`src/rtl/nrisc_pkg.sv`:
```
// Shared nrisc definitions: bus widths, arbiter state encoding and requester ids.
package nrisc_pkg;

  localparam int ADDR_W   = 8;
  localparam int DATA_W   = 8;
  localparam int STREAK_W = 4;

  typedef enum logic [2:0] {
    IDLE   = 3'd0,
    RD     = 3'd1,
    WR     = 3'd2,
    DONE   = 3'd3,
    HALTED = 3'd4
  } arbState_t;

  typedef enum logic {
    REQ_IF = 1'b0,
    REQ_D  = 1'b1
  } reqId_t;

endpackage

```
`src/rtl/mem_arb_prio.sv`:
```
// Winner selection between fetch and data requesters, with a data-streak
// counter that lets a waiting fetch through after a bounded run of data grants.
module mem_arb_prio #(
  parameter int MAX_DATA_STREAK = 3
) (
  input  logic clk_i,
  input  logic reset_i,
  input  logic enable_i,
  input  logic ifReq_i,
  input  logic dReq_i,
  output logic ifGnt_o,
  output logic dGnt_o
);
  import nrisc_pkg::*;

  localparam logic [STREAK_W-1:0] MaxStreak = STREAK_W'(MAX_DATA_STREAK);

  logic [STREAK_W-1:0] streak_q;
  logic [STREAK_W-1:0] streak_d;
  logic                fetchForced;

  // Data wins by default; a waiting fetch wins once the data streak is exhausted.
  always_comb begin
    ifGnt_o     = 1'b0;
    dGnt_o      = 1'b0;
    fetchForced = ifReq_i && (streak_q == MaxStreak);
    if (enable_i) begin
      if (dReq_i && !fetchForced) begin
        dGnt_o = 1'b1;
      end else if (ifReq_i) begin
        ifGnt_o = 1'b1;
      end
    end
  end

  // Count data grants that made a fetch wait; any fetch grant or uncontested data grant clears it.
  always_comb begin
    streak_d = streak_q;
    if (ifGnt_o) begin
      streak_d = '0;
    end else if (dGnt_o) begin
      if (!ifReq_i) begin
        streak_d = '0;
      end else if (streak_q != MaxStreak) begin
        streak_d = streak_q + 1'b1;
      end
    end
  end

  // Streak register.
  always_ff @(posedge clk_i) begin
    if (reset_i) begin
      streak_q <= '0;
    end else begin
      streak_q <= streak_d;
    end
  end

endmodule

```
`src/rtl/mem_arbiter.sv`:
```
// Single-port memory arbiter for nrisc: sequences fetch and load/store
// accesses through the shared memory and freezes it cleanly on halt.
module mem_arbiter #(
  parameter int ADDR_W          = nrisc_pkg::ADDR_W,
  parameter int DATA_W          = nrisc_pkg::DATA_W,
  parameter int READ_LAT        = 1,
  parameter int MAX_DATA_STREAK = 3
) (
  input  logic              c,
  input  logic              reset,
  input  logic              halt,
  input  logic              if_req,
  input  logic [ADDR_W-1:0] if_addr,
  output logic              if_gnt,
  output logic [DATA_W-1:0] if_rdata,
  output logic              if_valid,
  input  logic              d_req,
  input  logic              d_we,
  input  logic [ADDR_W-1:0] d_addr,
  input  logic [DATA_W-1:0] d_wdata,
  output logic              d_gnt,
  output logic [DATA_W-1:0] d_rdata,
  output logic              d_valid,
  output logic [ADDR_W-1:0] mem_addr,
  output logic              mem_read,
  output logic              mem_write,
  output logic [DATA_W-1:0] mem_wdata,
  input  logic [DATA_W-1:0] mem_rdata,
  output logic              halted
);
  import nrisc_pkg::*;

  localparam logic [2:0] LatLast = 3'(READ_LAT - 1);

  arbState_t         state_q;
  reqId_t            winner_q;
  logic              haltPending_q;
  logic [2:0]        latCnt_q;
  logic [ADDR_W-1:0] memAddr_q;
  logic              memRead_q;
  logic              memWrite_q;
  logic [DATA_W-1:0] memWdata_q;
  logic [DATA_W-1:0] ifRdata_q;
  logic [DATA_W-1:0] dRdata_q;
  logic              ifValid_q;
  logic              dValid_q;
  logic              halted_q;

  logic              arbEnable;
  logic              ifGntW;
  logic              dGntW;

  assign arbEnable = (state_q == IDLE) && !halt && !haltPending_q;

  mem_arb_prio #(
    .MAX_DATA_STREAK(MAX_DATA_STREAK)
  ) uPrio (
    .clk_i   (c),
    .reset_i (reset),
    .enable_i(arbEnable),
    .ifReq_i (if_req),
    .dReq_i  (d_req),
    .ifGnt_o (ifGntW),
    .dGnt_o  (dGntW)
  );

  assign if_gnt    = ifGntW;
  assign d_gnt     = dGntW;
  assign if_rdata  = ifRdata_q;
  assign if_valid  = ifValid_q;
  assign d_rdata   = dRdata_q;
  assign d_valid   = dValid_q;
  assign mem_addr  = memAddr_q;
  assign mem_read  = memRead_q;
  assign mem_write = memWrite_q;
  assign mem_wdata = memWdata_q;
  assign halted    = halted_q;

  // Access sequencer: latch the granted request, drive the strobes, return data, honour halt.
  always_ff @(posedge c) begin
    if (reset) begin
      state_q       <= IDLE;
      winner_q      <= REQ_IF;
      haltPending_q <= 1'b0;
      latCnt_q      <= '0;
      memAddr_q     <= '0;
      memRead_q     <= 1'b0;
      memWrite_q    <= 1'b0;
      memWdata_q    <= '0;
      ifRdata_q     <= '0;
      dRdata_q      <= '0;
      ifValid_q     <= 1'b0;
      dValid_q      <= 1'b0;
      halted_q      <= 1'b0;
    end else begin
      ifValid_q <= 1'b0;
      dValid_q  <= 1'b0;
      if (halt) begin
        haltPending_q <= 1'b1;
      end
      case (state_q)
        IDLE: begin
          if (halt || haltPending_q) begin
            state_q  <= HALTED;
            halted_q <= 1'b1;
          end else if (dGntW) begin
            winner_q  <= REQ_D;
            memAddr_q <= d_addr;
            if (d_we) begin
              memWrite_q <= 1'b1;
              memWdata_q <= d_wdata;
              state_q    <= WR;
            end else begin
              memRead_q <= 1'b1;
              latCnt_q  <= LatLast;
              state_q   <= RD;
            end
          end else if (ifGntW) begin
            winner_q  <= REQ_IF;
            memAddr_q <= if_addr;
            memRead_q <= 1'b1;
            latCnt_q  <= LatLast;
            state_q   <= RD;
          end
        end
        RD: begin
          if (latCnt_q == 3'd0) begin
            memRead_q <= 1'b0;
            memAddr_q <= '0;
            if (winner_q == REQ_D) begin
              dRdata_q <= mem_rdata;
              dValid_q <= 1'b1;
            end else begin
              ifRdata_q <= mem_rdata;
              ifValid_q <= 1'b1;
            end
            state_q <= DONE;
          end else begin
            latCnt_q <= latCnt_q - 3'd1;
          end
        end
        WR: begin
          memWrite_q <= 1'b0;
          memAddr_q  <= '0;
          memWdata_q <= '0;
          dValid_q   <= 1'b1;
          state_q    <= DONE;
        end
        DONE: begin
          if (haltPending_q || halt) begin
            state_q  <= HALTED;
            halted_q <= 1'b1;
          end else begin
            state_q <= IDLE;
          end
        end
        HALTED: begin
          state_q  <= HALTED;
          halted_q <= 1'b1;
        end
        default: begin
          state_q <= IDLE;
        end
      endcase
    end
  end

endmodule

```
`config.mk`:
```
export PLATFORM = sky130hd
export DESIGN_NAME = mem_arbiter
export DESIGN_NICKNAME = d
export VERILOG_FILES = /design/src/rtl/nrisc_pkg.sv /design/src/rtl/mem_arb_prio.sv /design/src/rtl/mem_arbiter.sv
export SDC_FILE = /design/constraint.sdc
export NUM_CORES = 1
export LEC_CHECK = 0
export CORE_MARGIN = 5
export CORE_UTILIZATION = 40
export DETAILED_ROUTE_END_ITERATION = 8
export GPL_ROUTABILITY_DRIVEN = 0
export GPL_TIMING_DRIVEN = 0
export HOLD_SLACK_MARGIN = 0.12
export PLACE_DENSITY = 0.72
export SETUP_SLACK_MARGIN = 0.2
export SYNTH_ARGS = -nofsm -noshare
export SYNTH_HDL_FRONTEND = slang
export SYNTH_HIERARCHICAL = 1
export SYNTH_SLANG_ARGS = --single-unit
```
`constraint.sdc`:
```
create_clock -name c -period 4.9 [get_ports c]
set_clock_uncertainty 0.2 [all_clocks]
set_input_delay 0.49 -clock c [delete_from_list [all_inputs] [get_ports c]]
set_output_delay 0.49 -clock c [all_outputs]
set_load 0.01 [all_outputs]
```
**Yosys cells after proc, flatten, opt, wreduce, memory -nomap -nowiden**

Cells that the tools add are included.

- Input bits: 38
- Bits in registers: 49
- Output and inout port bits: 39
- Logic and storage cells: 111

- Mux-type cells: 47
- Reductions and logical operators: 28
- Add/subtract/negate cells: 2
- Bitwise logic cells: 4
- Equal/unequal tests: 16

Operator list:

| kind | count |
|---|---|
| two-way mux 8 bit | 7 |
| two-way mux 3 bit | 10 |
| one-hot mux 8 bit (3 select lines) | 1 |
| two-way mux 1 bit | 19 |
| one-hot mux 8 bit (2 select lines) | 1 |
| one-hot mux 3 bit (5 select lines) | 1 |
| inequality test 2 bit (second input constant) | 5 |
| AND reduction 5 bit | 2 |
| AND reduction 3 bit | 3 |
| two-way mux 4 bit | 2 |
| one-hot mux 1 bit (2 select lines) | 4 |
| AND reduction 4 bit | 2 |
| nonzero test 2 bit | 4 |
| equality test 3 x 2 -> 1 bit (second input constant) | 2 |
| zero test 3 bit | 2 |
| inequality test 3 bit (second input constant) | 2 |
| one-hot mux 3 bit (2 select lines) | 1 |
| AND reduction 2 bit | 3 |
| adder 4 x 1 -> 4 bit (second input constant) | 1 |
| equality test 4 x 2 -> 1 bit (second input constant) | 1 |
| logical AND 1 bit | 4 |
| inequality test 2 x 1 -> 1 bit (second input constant) | 2 |
| inequality test 4 x 2 -> 1 bit (second input constant) | 1 |
| inequality test 4 x 3 -> 1 bit (second input constant) | 1 |
| other kinds (10) | 16 |

**Logic depth before layout (Yosys ltp)**

- Depth in word-level cells: 10
- Gate-level depth with buffers: 10
- Depth with buffers taken out: 8

**Hierarchy**

Netlist, hierarchy kept.

Modules (own cells, without submodules):

| module | seq. area each (um2) | cells each | times used | area an instance (um2) |
|---|---|---|---|---|
| mem_arbiter | 900.9 | 196 | 1 | 1951.9 |
| mem_arb_prio | 80.1 | 29 | 1 | 232.7 |

**Worst setup path before layout**

No wires, ideal clock.

- Path type: input-to-reg
- Start point: input port halt
- End point: register latCnt_q[0]
- Stages: 9
- Data required time: 4.564 ns
- Data arrival time: 2.469 ns
- Setup time: 0.136 ns
- Buffers on the path: 1
- Setup slack: 2.095 ns
- Path through: or2_1 buf_4 nor2_1 nand2_1 a21oi_1 nand2b_1 a211o_1 a2111oi_0 a211oi_1

- Word-level cells in the longest chain between the ends: 7
- Elaborated cells on any way between the ends: 13
- Those cells by class: eq/ne: 3; mux: 5; reduce/logical: 5

Ends and longest elaborated chain:

| item | line | source |
|---|---|---|
| start: declaration | mem_arbiter.sv:11 | `input logic halt,` |
| zero test 1 bit * | mem_arbiter.sv:53 | `assign arbEnable = (state_q == IDLE) && !halt && !haltPending_q;` |
| logical AND 1 bit * (2 in a row) | mem_arbiter.sv:53 |  |
| named net arbEnable | mem_arbiter.sv:49 | `logic arbEnable;` |
| two-way mux 1 bit * | mem_arb_prio.sv:27 | `if (enable_i) begin` |
| named net d_gnt | mem_arbiter.sv:21 | `output logic d_gnt,` |
| two-way mux 3 bit | mem_arbiter.sv:106 | `end else if (dGntW) begin` |
| two-way mux 3 bit | mem_arbiter.sv:103 | `if (halt \|\| haltPending_q) begin` |
| one-hot mux 3 bit (2 select lines) | mem_arbiter.sv:101 | `case (state_q)` |
| end signal: assignment | mem_arbiter.sv:115 | `latCnt_q <= LatLast;` |
| end signal: assignment | mem_arbiter.sv:122 | `latCnt_q <= LatLast;` |
| end signal: assignment | mem_arbiter.sv:139 | `latCnt_q <= latCnt_q - 3'd1;` |
| end: declaration | mem_arbiter.sv:38 | `logic [2:0] latCnt_q;` |

Mark *: on every way through the listed nets, which the timed path passes. The rest lies on a longest branch. The select of a mux whose other input is x is not followed.
A chain may end at the register's enable or synchronous reset.

**Final worst setup path**

- Start point: input port halt
- End point: output port d_gnt

- Word-level cells in the longest chain between the ends: 4

Ends and longest elaborated chain:

| item | line |
|---|---|
| zero test 1 bit | mem_arbiter.sv:53 |
| logical AND 1 bit (2 in a row) | mem_arbiter.sv:53 |
| named net arbEnable | mem_arbiter.sv:49 |
| two-way mux 1 bit | mem_arb_prio.sv:27 |
| end: declaration | mem_arbiter.sv:21 |

The timed path passes the listed nets, and every way through them passes these cells.

==> metrics.md <==
| Metric | Value |
|---|---|
| Layout cells sized above 1 | 13.9% |
| Antenna cells | 0 |
| Synth top area cells | dfxtp_1 45%, mux2i_1 7.3%, a21oi_1 5.0% |
| Nets | 349 |
| Post-synth EDFFs | 0 |
| Post-CTS Resized | 0 |
| Initial Util | 40.4% |
| Rel. slew slack | 53.4% |
| GR Util met3 | 3.75% |
| Worst-path fanout max | 9 |
| Cells after Synth | 225 |
| Largest net degree at the start of global routing | 15 |
| Post-synthesis async set-or-reset flop share | 0% |
| Netlist Area Pre-Place | 2180 µm² |
| Routed WL | 5300 µm |
| Slew Viols, Final | 0 |
| First-pass DRT Iterations | 4 |
| Area leader, netlist | dfxtp_1 |
| TritonCTS buffer count | 5 |
| Pwr dens | 256 nW/µm² |
| Core area | 5410 µm² |
| Clk sink count | 49 |
| Per-cell routed wire length | 13.9 µm |
| Routed Antenna Nets | 0 |
| Worst Setup End Kind | output pin |
| Final setup margin | 1.37 ns |
| Number of global-route vias before repair | 1,866 |
| Post-DP HPWL | 4110 µm |
| Fin Setup TNS | 0 ns |
| Post-cts hold buffer count | 0 |
| Netlist cell types | 46 |
| Most used DFF post-synth | dfxtp_1 |
| Number of port buffers | 76 |
| Synth warn | 6 |
| Die Ht | 83.9 µm |
| Post-CTS Setup Repair Bufs | 0 |
| Worst setup SP type | input port |
| Place WS | 1.31 ns |
| Critical path data arrival time | 2.84 ns |
| Row count | 27 |
| CP Data Required Time | 4.21 ns |
| Final worst path period need | 3.53 ns |
| Fin crit share | 72.1% |
| Most Crowded Layer GR | met2 |
| Fmax | 0.283 GHz |
| DR iter-0 viols | 152 |
| First-pass GRT wire length | 8940 µm |
| Hold WC Path Type | reg -> reg |
| TritonCTS clock tree | done |
| Area Overhead vs Synth | 42.8% |
| Post-synthesis net count | 266 |
| Met2 GRT Util | 25.4% |
| Sequential area share after synthesis | 44.9% |
| DRC | 0 |
| DIE WIDTH | 83.9 µm |
| WS Path Type | in -> out |
| FILL cells | 494 |
| Met1 Usage GRT | 19.7% |
| RSZ-0062 raised after global routing | false |
| Worst slew pin tran | 0.699 ns |
| Outcome | completed |
| Max-Cap Viols | 0 |
| Gr ovfl total | 0 |
| Via count | 1,904 |
| Clock latency on the worst-skew pair | 0.29 ns |
| VDD IR max | 0.162 mV |
| Finish-stage setup viols | 0 |
| Initial antenna violation count | 0 |
| Syn avg cell area | 9.71 µm² |
| Die area | 7040 µm² |
| H-tree level count | 2 |
| #FFs+latches synth | 49 |
| FF+latch area | 981 µm² |
| GRT Resource Usage Total | 15.2% |
| Clk root buf | clkbuf_8 |
| P_leak | 1.18 nW |
| I/O Pins | 77 |
| Area of the multi-input gates | 1130 µm² |
| Reg clk slew, reported paths | 0.09 ns |
| Final Hold Viols | 0 |
| Via/cell ratio | 5.00 |
| Yosys top cell area share | 44.9% |
| Maximum root-to-sink buffer count | 2 |
report_power, final:
part / internal [W] / switching [W]
logic: 0.0000792 / 0.0000710
clock network: 0.000101 / 0.000126
registers: 0.000412 / 0.00000817
total: 0.000592 / 0.000205
critical path, cell delays in order:
cell and delay (ns):
clkdlybuf4s50_1 0.43, or2_1 0.21, buf_4 0.17, nor2_1 0.44, nand2_1 0.10, a21oi_1 0.38, clkdlybuf4s50_1 0.62
cell usage in the layout (no fill, tap or decap), types with 3 or more instances in the layout:
cell	n
a211oi_1	4
a21oi_1	22
a22o_1	8
a31o_2	8
buf_2	5
clkbuf_1	5
clkbuf_8	5
clkdlybuf4s50_1	76
dfxtp_1	49
ha_1	3
inv_1	5
mux2_2	8
mux2i_1	16
nand2_1	10
nand2b_1	14
nor2_1	28
nor2_2	3
o21ai_0	3
path summary, 6_finish.rpt:
path / to / cells past startpoint / slack, ns / from
max: d_gnt / 7 / 1.37 / halt
min: if_valid / 1 / 0.28 / winner_q
max reg2reg: mem_wdata[0] / 8 / 1.80 / state_q[2]
min reg2reg: if_valid / 1 / 0.28 / winner_q
kinds of logic (layout without fill, tap and decap cells):
group / Yosys count / after routing / share of synthesized area, %
AND/OR/NAND/NOR: 76 / 76 / 20.1
AO/OA/AOI/OAI: 57 / 57 / 18.4
flip-flops: 49 / 49 / 44.9
buffers and inverters: 16 / 100 / 3.38
multiplexers: 24 / 24 / 11.5
adder cells (fa/ha/maj): 3 / 3 / 1.72
per-stage QoR:
| stage | std cells | power, W | util, % | hold slack (ns) | instance area [µm²] |
|---|---|---|---|---|---|
| after global placement | 373 | 0.000578 | 56.2 | 0.262 | 3040 |
| after detailed placement | 373 | 0.000581 | 56.2 | 0.266 | 3040 |
| after global routing | 381 | 0.000839 | 57.7 | 0.294 | 3120 |
| after CTS | 381 | 0.000807 | 57.7 | 0.280 | 3120 |
| after floorplan | 225 | 0.000506 | - | 0.243 | 2180 |
| final | 381 | 0.000798 | 57.7 | 0.279 | 3120 |
layout make-up:
| cell class | count | share of cell area (%) |
|---|---|---|
| multi-input combinational | 160 | 36.2 |
| sequential | 49 | 31.4 |
| timing repair buffer | 76 | 24.4 |
| tap | 72 | 2.89 |
| clock buffer | 7 | 2.45 |
| buffer | 11 | 1.76 |
| inverter | 5 | 0.602 |
| clock inverter | 1 | 0.241 |
state kept, by name (all words and copies together) (netlist names), 3 cells and up:
name,cells
mem_wdata,8
mem_addr,8
state_q,3
uPrio/streak_q,4
if_rdata,8
latCnt_q,3
d_rdata,8
cells in the mapped netlist (2+ instances only):
master and number:
buf_4 2, a22o_1 8, nand2_1 10, inv_1 5, nand4b_1 2, nor3_2 2, buf_2 5, nor2_1 28
a21oi_1 22, a2111oi_2 2, clkbuf_1 3, nand2b_1 14, ha_1 3, o21ai_0 3, mux2i_1 16, nor2_2 3
dfxtp_1 49, and2_1 2, a211oi_1 4, mux2_2 8, a211o_1 2, a31o_2 8
metal layers:
metal,vias to the layer above,share of wire [%]
li1,972,-
met1,904,45
met2,26,51
met3,2,3.0
met4,0,0.68
met5,-,0
(Power assumes the default switching activity.)
